==> src/rtl/net_packet_rx_pkg.sv <==
// Shared network packet types and widths for the core-side receiver.
// Also holds the receiver FSM state encoding.
package net_packet_rx_pkg;

  localparam int imem_addr_width_gp = 10;
  localparam int rs_imm_size_gp     = 5;
  localparam int mask_length_gp     = 8;

  typedef enum logic [2:0] {
    NULL  = 3'd0,
    INSTR = 3'd1,
    REG   = 3'd2,
    PC    = 3'd3,
    BAR   = 3'd4
  } net_op_e;

  typedef struct packed {
    logic [5:0] opcode;
    logic [4:0] rd;
    logic [4:0] rs_imm;
  } instruction_s;

  typedef struct packed {
    logic [9:0]  ID;
    net_op_e     net_op;
    logic [31:0] net_data;
    logic [15:0] net_addr;
  } net_packet_s;

  typedef enum logic [1:0] {
    IDLE,
    LOAD,
    START,
    RUN
  } net_rx_state_e;

endpackage

==> src/rtl/net_rx_fifo.sv <==
// Small synchronous FIFO buffering INSTR writes toward the imem.
// depth_p must be a power of 2 so the pointers wrap naturally.
module net_rx_fifo #(
  parameter int width_p = 26,
  parameter int depth_p = 4
) (
  input  logic               clk,
  input  logic               reset,
  input  logic               push_i,
  input  logic [width_p-1:0] data_i,
  input  logic               pop_i,
  output logic [width_p-1:0] data_o,
  output logic               full_o,
  output logic               empty_o
);

  localparam int aw = $clog2(depth_p);
  localparam logic [aw:0] depth_c = (aw+1)'(depth_p);

  logic [aw-1:0]      wr_q, rd_q;
  logic [aw:0]        cnt_q, cnt_d;
  logic [width_p-1:0] mem_q [depth_p];
  logic               do_push, do_pop;

  assign empty_o = (cnt_q == '0);
  assign full_o  = (cnt_q == depth_c);
  assign do_pop  = pop_i & ~empty_o;
  // A full FIFO still takes a push when the head leaves the same cycle.
  assign do_push = push_i & (~full_o | do_pop);
  assign data_o  = mem_q[rd_q];

  always_comb begin
    cnt_d = cnt_q;
    unique case ({do_push, do_pop})
      2'b10:   cnt_d = cnt_q + 1'b1;
      2'b01:   cnt_d = cnt_q - 1'b1;
      default: cnt_d = cnt_q;
    endcase
  end

  always_ff @(posedge clk or posedge reset) begin
    if (reset) begin
      wr_q  <= '0;
      rd_q  <= '0;
      cnt_q <= '0;
    end else begin
      cnt_q <= cnt_d;
      if (do_push) wr_q <= wr_q + 1'b1;
      if (do_pop)  rd_q <= rd_q + 1'b1;
    end
  end

  always_ff @(posedge clk) begin
    if (do_push) mem_q[wr_q] <= data_i;
  end

endmodule

==> src/rtl/net_packet_rx.sv <==
// Core-side network receiver: decodes boot/load packets into write strobes.
// Define NET_RX_STATS_EN to build the INSTR/REG statistics counters.
module net_packet_rx
  import net_packet_rx_pkg::*;
#(
  parameter logic [9:0] net_ID_p          = 10'b1,
  parameter int         imem_addr_width_p = imem_addr_width_gp,
  parameter int         fifo_depth_p      = 4
) (
  input  logic                            clk,
  input  logic                            reset,
  input  logic [$bits(net_packet_s)-1:0]  net_packet_flat_i,
  output logic [$bits(net_packet_s)-1:0]  net_packet_flat_o,
  output logic                            imem_wen_o,
  input  logic                            imem_ready_i,
  output logic [imem_addr_width_p-1:0]    imem_addr_o,
  output logic [$bits(instruction_s)-1:0] imem_data_o,
  output logic                            rf_wen_o,
  output logic [rs_imm_size_gp-1:0]       rf_addr_o,
  output logic [31:0]                     rf_data_o,
  output logic [mask_length_gp-1:0]       barrier_mask_o,
  output logic                            pc_wen_o,
  output logic [imem_addr_width_p-1:0]    pc_o,
  output logic                            running_o,
  output logic                            err_o,
  output logic [15:0]                     instr_count_o,
  output logic [15:0]                     reg_count_o
);

  localparam int iw = $bits(instruction_s);
  localparam int fw = imem_addr_width_p + iw;

  net_packet_s   pkt_q, fwd_q, fwd_d;
  net_rx_state_e state_q, state_d;
  logic          match, in_run;
  logic          is_instr, is_reg, is_pc, is_bar;
  logic          push, pop, drop;
  logic          fifo_full, fifo_empty;
  logic [fw-1:0] fifo_head;
  logic          pc_wen_q, pc_wen_d;
  logic          rf_wen_q, running_q, err_q;
  logic [rs_imm_size_gp-1:0]    rf_addr_q;
  logic [31:0]                  rf_data_q;
  logic [mask_length_gp-1:0]    mask_q;
  logic [imem_addr_width_p-1:0] pc_q;
  logic                         unused_addr_bits;

  assign match    = (pkt_q.ID == net_ID_p) && (pkt_q.net_op != NULL);
  assign is_instr = match && (pkt_q.net_op == INSTR);
  assign is_reg   = match && (pkt_q.net_op == REG);
  assign is_pc    = match && (pkt_q.net_op == PC);
  assign is_bar   = match && (pkt_q.net_op == BAR);
  assign in_run   = (state_q == RUN);

  assign pop  = ~fifo_empty & imem_ready_i;
  assign push = is_instr & ~in_run;
  assign drop = push & fifo_full & ~pop;

  assign fwd_d = (!match && pkt_q.net_op != NULL) ? pkt_q : '0;
  assign unused_addr_bits = ^pkt_q.net_addr;

  net_rx_fifo #(
    .width_p (fw),
    .depth_p (fifo_depth_p)
  ) u_fifo (
    .clk     (clk),
    .reset   (reset),
    .push_i  (push),
    .data_i  ({pkt_q.net_addr[imem_addr_width_p-1:0],
               pkt_q.net_data[iw-1:0]}),
    .pop_i   (pop),
    .data_o  (fifo_head),
    .full_o  (fifo_full),
    .empty_o (fifo_empty)
  );

  always_comb begin
    state_d  = state_q;
    pc_wen_d = 1'b0;
    unique case (state_q)
      IDLE: begin
        if (is_pc) state_d = START;
        else if (is_instr | is_reg | is_bar) state_d = LOAD;
      end
      LOAD:  if (is_pc) state_d = START;
      // Hold the start until every buffered INSTR has reached the imem.
      START: begin
        if (fifo_empty && !push) begin
          pc_wen_d = 1'b1;
          state_d  = RUN;
        end
      end
      RUN:   if (is_pc) state_d = START;
      default: state_d = IDLE;
    endcase
  end

  always_ff @(posedge clk or posedge reset) begin
    if (reset) begin
      pkt_q     <= '0;
      fwd_q     <= '0;
      state_q   <= IDLE;
      pc_wen_q  <= 1'b0;
      rf_wen_q  <= 1'b0;
      rf_addr_q <= '0;
      rf_data_q <= '0;
      mask_q    <= '0;
      pc_q      <= '0;
      running_q <= 1'b0;
      err_q     <= 1'b0;
    end else begin
      pkt_q     <= net_packet_s'(net_packet_flat_i);
      fwd_q     <= fwd_d;
      state_q   <= state_d;
      pc_wen_q  <= pc_wen_d;
      running_q <= (state_d == RUN);
      rf_wen_q  <= is_reg & ~in_run;
      if (is_reg & ~in_run) begin
        rf_addr_q <= pkt_q.net_addr[rs_imm_size_gp-1:0];
        rf_data_q <= pkt_q.net_data;
      end
      if (is_bar) mask_q <= pkt_q.net_data[mask_length_gp-1:0];
      if (is_pc)  pc_q   <= pkt_q.net_data[imem_addr_width_p-1:0];
      if (drop | (in_run & (is_instr | is_reg))) err_q <= 1'b1;
    end
  end

`ifdef NET_RX_STATS_EN
  logic [15:0] icnt_q, rcnt_q;

  always_ff @(posedge clk or posedge reset) begin
    if (reset) begin
      icnt_q <= '0;
      rcnt_q <= '0;
    end else begin
      if (push & ~drop & (icnt_q != 16'hFFFF))
        icnt_q <= icnt_q + 16'd1;
      if (is_reg & ~in_run & (rcnt_q != 16'hFFFF))
        rcnt_q <= rcnt_q + 16'd1;
    end
  end

  assign instr_count_o = icnt_q;
  assign reg_count_o   = rcnt_q;
`else
  assign instr_count_o = '0;
  assign reg_count_o   = '0;
`endif

  assign net_packet_flat_o = fwd_q;
  assign imem_wen_o        = ~fifo_empty;
  assign imem_addr_o       = fifo_head[fw-1:iw];
  assign imem_data_o       = fifo_head[iw-1:0];
  assign rf_wen_o          = rf_wen_q;
  assign rf_addr_o         = rf_addr_q;
  assign rf_data_o         = rf_data_q;
  assign barrier_mask_o    = mask_q;
  assign pc_wen_o          = pc_wen_q;
  assign pc_o              = pc_q;
  assign running_o         = running_q;
  assign err_o             = err_q;

endmodule

==> config.mk <==
export PLATFORM = sky130hd
export DESIGN_NAME = net_packet_rx
export DESIGN_NICKNAME = d
export VERILOG_FILES = /design/src/rtl/net_packet_rx_pkg.sv /design/src/rtl/net_rx_fifo.sv /design/src/rtl/net_packet_rx.sv
export SDC_FILE = /design/constraint.sdc
export NUM_CORES = 1
export LEC_CHECK = 0
export CELL_PAD_IN_SITES_DETAIL_PLACEMENT = 0
export CELL_PAD_IN_SITES_GLOBAL_PLACEMENT = 2
export CORE_ASPECT_RATIO = 0.8
export CORE_MARGIN = 5
export CORE_UTILIZATION = 32
export DETAILED_ROUTE_END_ITERATION = 10
export HOLD_SLACK_MARGIN = 0.06
export PLACE_DENSITY_LB_ADDON = 0.12
export SLEW_MARGIN = 15
export SYNTH_ARGS = -nofsm -noshare
export SYNTH_HDL_FRONTEND = slang
export SYNTH_SLANG_ARGS = --single-unit
==> constraint.sdc <==
create_clock -name clk -period 5.65 [get_ports clk]
set_input_delay 0.8475 -clock clk [delete_from_list [all_inputs] [get_ports clk]]
set_output_delay 0.8475 -clock clk [all_outputs]
set_load 0.02 [all_outputs]
==> run metrics, run 1 <==
count of max-cap constraint violations 0; endpoint of the worst-slack reg-to-reg timing path u_fifo.mem_q[3][19]$_DFFE_PP_; DIE AREA 36,320 um^2; main combinational cell family by area after synthesis multiplexers; number of clock sinks 294; most instantiated flip-flop cell in the synthesis netlist sky130_fd_sc_hd__dfrtp_1; Initial Util 32.25%; Yosys reg bits 294; total global-route track usage 12.56%; antenna violations before repair 1; XOR/XNOR share of the synthesized area 0.5040%; count of inserted antenna diode cells 0; number of enable-type register cells in the synthesized netlist 104; number of distinct library cells after synthesis 42; CP Data Required Time 4.80 ns; Final Hold Viols 0; count of instances resized after the clock tree is built 0; via count of the routed design 5,127; category of the worst setup path capture point output port; NumNets Final 846; layout-stage area growth over the synthesis result 32.97%; final worst path period need 3.650 ns; cell at the root of the clock tree sky130_fd_sc_hd__clkbuf_16; count of port buffers added during placement 210; reg2reg path depth 4; worst hold path startpoint pkt_q[14]$_DFF_PP0_; Compound-Gate Fraction of Synth Area 0.5040%; proportion of synthesized flip-flops having asynchronous set or reset 64.63%; number of I/O pins 243; count of TritonRoute iterations in the first routing pass 4; total grt overflow 0; type of origin of the critical path register; tightest slew margin relative to the limit 32.58%; setup repair after global routing missed its margin no; pin count of the biggest net entering global routing 114; maximum clock path buffer count 3; multiplexer share of the synthesized area 12.84%; average instance area after synthesis 18.99 um^2; horizontal extent of the die 211.8 um; clock insertion delay at the later pin of the skew report 0.55 ns; worst reg2reg setup slack 3.10 ns; area of the core region 32,330 um^2; Fin Clk Skew 0.01056 ns; Worst-Margin Slew 1.011 ns; min-delay worst type reg -> reg; post-synth design cell area 10,430 um^2; number of hold buffers added after cts 0; Leak 5.692 nW; arithmetic-cell share of the synthesized area counting full adders, half adders and majority gates 0.7919%; Yosys top cell area share 45.60%; FF+latch area 7880 um^2; worst reg2reg path startpoint pkt_q[55]$_DFF_PP0_; layout cells sized above 1 18.38%; post-route setup TNS 0 ns; Final Max Tran Viols 0; number of setup buffers added after CTS 0; sequential cell area fraction in the yosys report 75.55%; Core Rows 59; dominant cells by area after synthesis sky130_fd_sc_hd__dfrtp_1 46%, sky130_fd_sc_hd__edfxtp_1 30%, sky130_fd_sc_hd__mux4_2 5.6%, sky130_fd_sc_hd__mux2_4 4.3%, sky130_fd_sc_hd__and2_1 3.9%; synthesized netlist cell count 549; simple-gate share of the synthesized area 5.904%; sum of net half-perimeters after detailed placement 14,550 um; Hold Path Depth 1; critical setup path kind reg -> out; Max Freq 274.0 MHz; global-route wire length before repair 34,980 um; TritonCTS clock tree done; DR WL/cell 18.79 um; initial detailed-routing violation count 230; number of global-route vias before repair 5,788; utilization after layout 42.88%; multi-input combinational cell area 2268 um^2; outcome completed; residual DRC count 0; worst hold endpoint net_packet_flat_o[14]$_DFF_PP0_; via count normalized by instance count 4.178; largest fanout on the critical path 28; PD cells 378.7 nW/um^2; final weighted congestion of routability-driven global placement 0.7384; cell taking the most area after synthesis sky130_fd_sc_hd__dfrtp_1; final setup violation count 0; synthesis warning total 0; fillcell total 2,894; H-tree depth reported by CTS 1; Arrival @ worst endpoint 2.80 ns; Clock transition at path regs 0.06 ns; number of nets with antenna violations after routing 0; share of the clock period used by the worst path 64.61%; number of clock buffers inserted by TritonCTS 31; worst-case vdd ir drop 0.0002502 V; final routed wirelength across all metal layers 23,060 um; die boundary height 171.5 um
==> cell type report <==
type,count,area share (%)
flip-flops and latches,294,56.83
inverters,8,0.2436
repair buffers,214,15.47
clock inverters,15,1.137
clock buffers,42,6.109
well taps,427,3.853
multi-input cells,227,16.36
==> state kept, by name, summed over array words and instances, names as in the netlist <==
| name | count |
|---|---|
| barrier_mask_o | 8 |
| err_o | 1 |
| net_packet_flat_o | 61 |
| pc_o | 10 |
| pc_wen_o | 1 |
| pkt_q | 61 |
| rf_addr_o | 5 |
| rf_data_o | 32 |
| rf_wen_o | 1 |
| running_o | 1 |
| state_q | 2 |
| u_fifo.cnt_q | 3 |
| u_fifo.mem_q | 104 |
| u_fifo.rd_q | 2 |
| u_fifo.wr_q | 2 |
==> through the flow <==
step                hold WS (ns)  cells  setup WS [ns]  cell area (um^2)  power, mW
finish                    0.4446   1227          2.000             13870      5.251
global route              0.4615   1227          1.751             13870      5.513
CTS                       0.4485   1227          1.840             13870      5.365
detailed placement        0.4347   1170          2.461             12860      3.331
global placement          0.4341   1170          2.466             12860      3.321
floorplan                 0.4277    580          2.354             10550      2.926
==> logic make-up after synthesis <==
group                      count (synthesis)
DFF                                      294
and+or+nand+nor                           93
AOI/OAI and AO/OA                          7
adders and majority gates                  6
buffers and inverters                     59
muxes                                     83
other                                      1
xor gates and xnor gates                   6
==> report_power, final <==
group	internal [mW]	switching (mW)	leakage (nW)	total, mW
combinational	0.454	0.368	1.89	0.823
clock	1.19	0.807	0.499	1.99
sequential	2.28	0.155	3.31	2.44
==> metal layers <==
metal / up-vias / GRT usage, % / part of all wire, %
met4: 2 / 2.856 / 2.1
met5: - / 0 / 0.030
met2: 146 / 20.03 / 47
met3: 32 / 5.088 / 8.8
li1: 2335 / - / -
met1: 2612 / 16.31 / 43
==> worst max-delay path by stage <==
stage,cells past startpoint,from,slack (ns),to
6_report,2,u_fifo.rd_q[0]$_DFFE_PP0P_,2.00,imem_data_o[0]
3_5_place_dp,2,u_fifo.rd_q[0]$_DFFE_PP0P_,2.46,imem_data_o[15]
5_1_grt,2,u_fifo.rd_q[0]$_DFFE_PP0P_,1.75,imem_data_o[13]
4_1_cts,2,u_fifo.rd_q[0]$_DFFE_PP0P_,1.84,imem_data_o[15]
3_3_place_gp,2,u_fifo.rd_q[0]$_DFFE_PP0P_,2.47,imem_data_o[15]
2_1_floorplan,1,reset,2.35,barrier_mask_o[0]$_DFFE_PP0P_
==> cells in the mapped netlist, types with 2 or more instances <==
| cell | number |
|---|---|
| sky130_fd_sc_hd__buf_12 | 3 |
| sky130_fd_sc_hd__inv_1 | 8 |
| sky130_fd_sc_hd__nor4b_1 | 2 |
| sky130_fd_sc_hd__dfrtp_1 | 190 |
| sky130_fd_sc_hd__buf_4 | 32 |
| sky130_fd_sc_hd__nand3_1 | 3 |
| sky130_fd_sc_hd__nor2_1 | 3 |
| sky130_fd_sc_hd__mux4_2 | 26 |
| sky130_fd_sc_hd__xnor2_1 | 3 |
| sky130_fd_sc_hd__nand2_1 | 5 |
| sky130_fd_sc_hd__xor2_1 | 3 |
| sky130_fd_sc_hd__and2_1 | 65 |
| sky130_fd_sc_hd__nand2b_1 | 3 |
| sky130_fd_sc_hd__clkbuf_1 | 10 |
| sky130_fd_sc_hd__mux2_2 | 26 |
| sky130_fd_sc_hd__ha_1 | 5 |
| sky130_fd_sc_hd__buf_2 | 5 |
| sky130_fd_sc_hd__mux2_4 | 30 |
| sky130_fd_sc_hd__edfxtp_1 | 104 |
==> worst max-delay path, cell delays in order (launching register included) <==
cell	delay, ns
sky130_fd_sc_hd__dfrtp_2	1.04
sky130_fd_sc_hd__mux4_2	0.65
sky130_fd_sc_hd__clkdlybuf4s50_1	0.56
==> placed cells by master, fill, tap and decap left out, types with 2 or more instances in the layout <==
master                              n
sky130_fd_sc_hd__and2_2             5
sky130_fd_sc_hd__bufinv_16          3
sky130_fd_sc_hd__dfrtp_2            2
sky130_fd_sc_hd__xor2_1             3
sky130_fd_sc_hd__clkdlybuf4s50_1  210
sky130_fd_sc_hd__nand2b_1           3
sky130_fd_sc_hd__xnor2_1            3
sky130_fd_sc_hd__clkinv_1           3
sky130_fd_sc_hd__clkinv_2           6
sky130_fd_sc_hd__nand3_1            3
sky130_fd_sc_hd__and2_1            61
sky130_fd_sc_hd__buf_4              3
sky130_fd_sc_hd__clkbuf_1           8
sky130_fd_sc_hd__dfrtp_1          188
sky130_fd_sc_hd__nor2_1             3
sky130_fd_sc_hd__mux2_2            26
sky130_fd_sc_hd__clkbuf_16         31
sky130_fd_sc_hd__inv_1              7
sky130_fd_sc_hd__nor4b_1            2
sky130_fd_sc_hd__conb_1            32
sky130_fd_sc_hd__edfxtp_1         104
sky130_fd_sc_hd__clkbuf_8           3
sky130_fd_sc_hd__nand2_1            5
sky130_fd_sc_hd__mux4_2            26
sky130_fd_sc_hd__ha_1               5
sky130_fd_sc_hd__mux2_4            30
(Power assumes the default switching activity.)
==> run 2, diff against run 1 <==
==> constraint.sdc (replaced) <==
create_clock -name clk -period 3.02 [get_ports clk]
set_input_delay 0.453 -clock clk [delete_from_list [all_inputs] [get_ports clk]]
set_output_delay 0.453 -clock clk [all_outputs]
set_load 0.02 [all_outputs]
==> run metrics, run 2 (synthesized netlist as in run 1, its figures left out) <==
PD cells 700.7 nW/um^2; Leak 5.724 nW; Final Max Tran Viols 0; Initial Util 32.25%; count of inserted antenna diode cells 0; tightest slew margin relative to the limit 45.77%; layout-stage area growth over the synthesis result 33.62%; most common cell after layout, fill and taps aside sky130_fd_sc_hd__clkdlybuf4s50_1; number of setup buffers added after CTS 0; fillcell total 2,957; via count of the routed design 5,188; initial detailed-routing violation count 229; layout cells sized above 1 19.11%; number of I/O pins 243; type of origin of the critical path register; P_sw 2.488 mW; horizontal extent of the die 211.8 um; combinational cell fraction of total power 17.4%; Fin Clk Skew 0.01343 ns; count of TritonRoute iterations in the first routing pass 4; number of clock sinks 294; die boundary height 171.5 um; post-route setup TNS 0 ns; number of nets with antenna violations after routing 0; count of instances resized after the clock tree is built 0; flip-flop count of the largest register after layout 104; worst-case vdd ir drop 0.0004063 V; Clock power frac 37.0%; Worst-Margin Slew 0.8134 ns; critical path buffer and inverter count 2; total grt overflow 0; critical setup path kind reg -> out; DIE AREA 36,320 um^2; Final Hold Viols 0; category of the worst setup path capture point output port; number of global-route vias before repair 5,805; final routed wirelength across all metal layers 23,120 um; NumNets Final 853; CP Data Required Time 2.57 ns; H-tree depth reported by CTS 1; share of the clock period used by the worst path 94.30%; maximum clock path buffer count 3; final weighted congestion of routability-driven global placement 0.7378; total global-route track usage 12.69%; residual DRC count 0; Critical-path top delay cell sky130_fd_sc_hd__clkdlybuf4s50_1; antenna violations before repair 0; utilization after layout 43.09%; switching fraction of total power 25.49%; setup repair after global routing missed its margin no; Post-Place Cells 1,178; final instance count without filler cells 1,233; pin count of the biggest net entering global routing 77; clock insertion delay at the later pin of the skew report 0.56 ns; min-delay worst type in -> async; Clock transition at path regs 0.06 ns; outcome completed; Arrival @ worst endpoint 2.39 ns; cell at the root of the clock tree sky130_fd_sc_hd__clkbuf_16; final hold slack 0.2283 ns; top register by number of flip-flops u_fifo.mem_q; via count normalized by instance count 4.208; reg2reg path depth 4; final instance area 13,930 um^2; TritonCTS clock tree done; final worst path period need 2.848 ns; Sequential Power Share 45.6%; largest fanout on the critical path 16; endpoint of the worst-slack reg-to-reg timing path u_fifo.mem_q[3][6]$_DFFE_PP_; final setup violation count 0; DR WL/cell 18.75 um; max incr delay on CP 0.61 ns; number of hold buffers added after cts 0; internal power 7.275 mW; global-route wire length before repair 35,460 um; leading cell types in the layout, fill and taps excluded 210 x sky130_fd_sc_hd__clkdlybuf4s50_1, 188 x sky130_fd_sc_hd__dfrtp_1, 104 x sky130_fd_sc_hd__edfxtp_1; sum of net half-perimeters after detailed placement 15,320 um; cell type group with the largest total delay on the critical path buffers and inverters; worst reg2reg path startpoint pkt_q[55]$_DFF_PP0_; Max Freq 351.2 MHz; DP Area 12,960 um^2; count of max-cap constraint violations 0; number of clock buffers inserted by TritonCTS 30; Core Rows 59; area of the core region 32,330 um^2; count of port buffers added during placement 210; worst reg2reg setup slack 0.51 ns; worst-path cell chain buf_4, mux4_2, clkdlybuf4s50_1
-- run 2: how the worst max path moves through the flow --
stage	startpoint	end	slack (ns)	depth (start not counted)
finish	u_fifo.rd_q[0]$_DFFE_PP0P_	imem_data_o[15]	0.17	3
global route	u_fifo.rd_q[0]$_DFFE_PP0P_	imem_addr_o[0]	0.02	3
CTS	u_fifo.rd_q[1]$_DFFE_PP0P_	imem_data_o[15]	0.02	2
detailed placement	imem_ready_i	u_fifo.cnt_q[2]$_DFFE_PP0P_	0.25	11
global placement	imem_ready_i	u_fifo.cnt_q[2]$_DFFE_PP0P_	0.27	11
floorplan	reset	barrier_mask_o[0]$_DFFE_PP0P_	0.12	1
-- run 2: layer usage --
metal / wire length (um) / share of wire [%] / track usage, %
met5: 0 / 0 / 0
met4: 421 / 1.8 / 2.660
met3: 1997 / 8.6 / 5.142
met2: 10700 / 46 / 19.78
met1: 9997 / 43 / 16.95
-- run 2: power groups by stage --
stage | clock (mW) | combinational (mW) | sequential (mW)
finish | 3.62 | 1.70 | 4.45
global route | 3.94 | 1.83 | 4.48
CTS | 3.77 | 1.75 | 4.46
detailed placement | 0 | 1.74 | 4.53
global placement | 0 | 1.74 | 4.52
floorplan | 0 | 0.994 | 4.48
-- run 2: cell type report --
cell class | count | area [um^2] | area share, %
flip-flops and latches | 294 | 7883 | 56.57
multi-input cells | 227 | 2268 | 16.28
repair buffers | 222 | 2242 | 16.09
clock buffers | 41 | 853.3 | 6.124
well taps | 427 | 534.3 | 3.834
clock inverters | 14 | 118.9 | 0.8531
inverters | 8 | 33.78 | 0.2425
-- run 2: worst reg2reg max path: cells and delay by family (launching register included) --
kind          cells  cell delay (ns)
simple gates      4             1.72
flops             1             0.40
-- run 2: stage by stage --
step / setup slack, ns / total power [mW]
CTS: 0.02336 / 9.979
finish: 0.1722 / 9.763
floorplan: 0.1185 / 5.474
global placement: 0.2660 / 6.264
global route: 0.02279 / 10.25
detailed placement: 0.2467 / 6.276
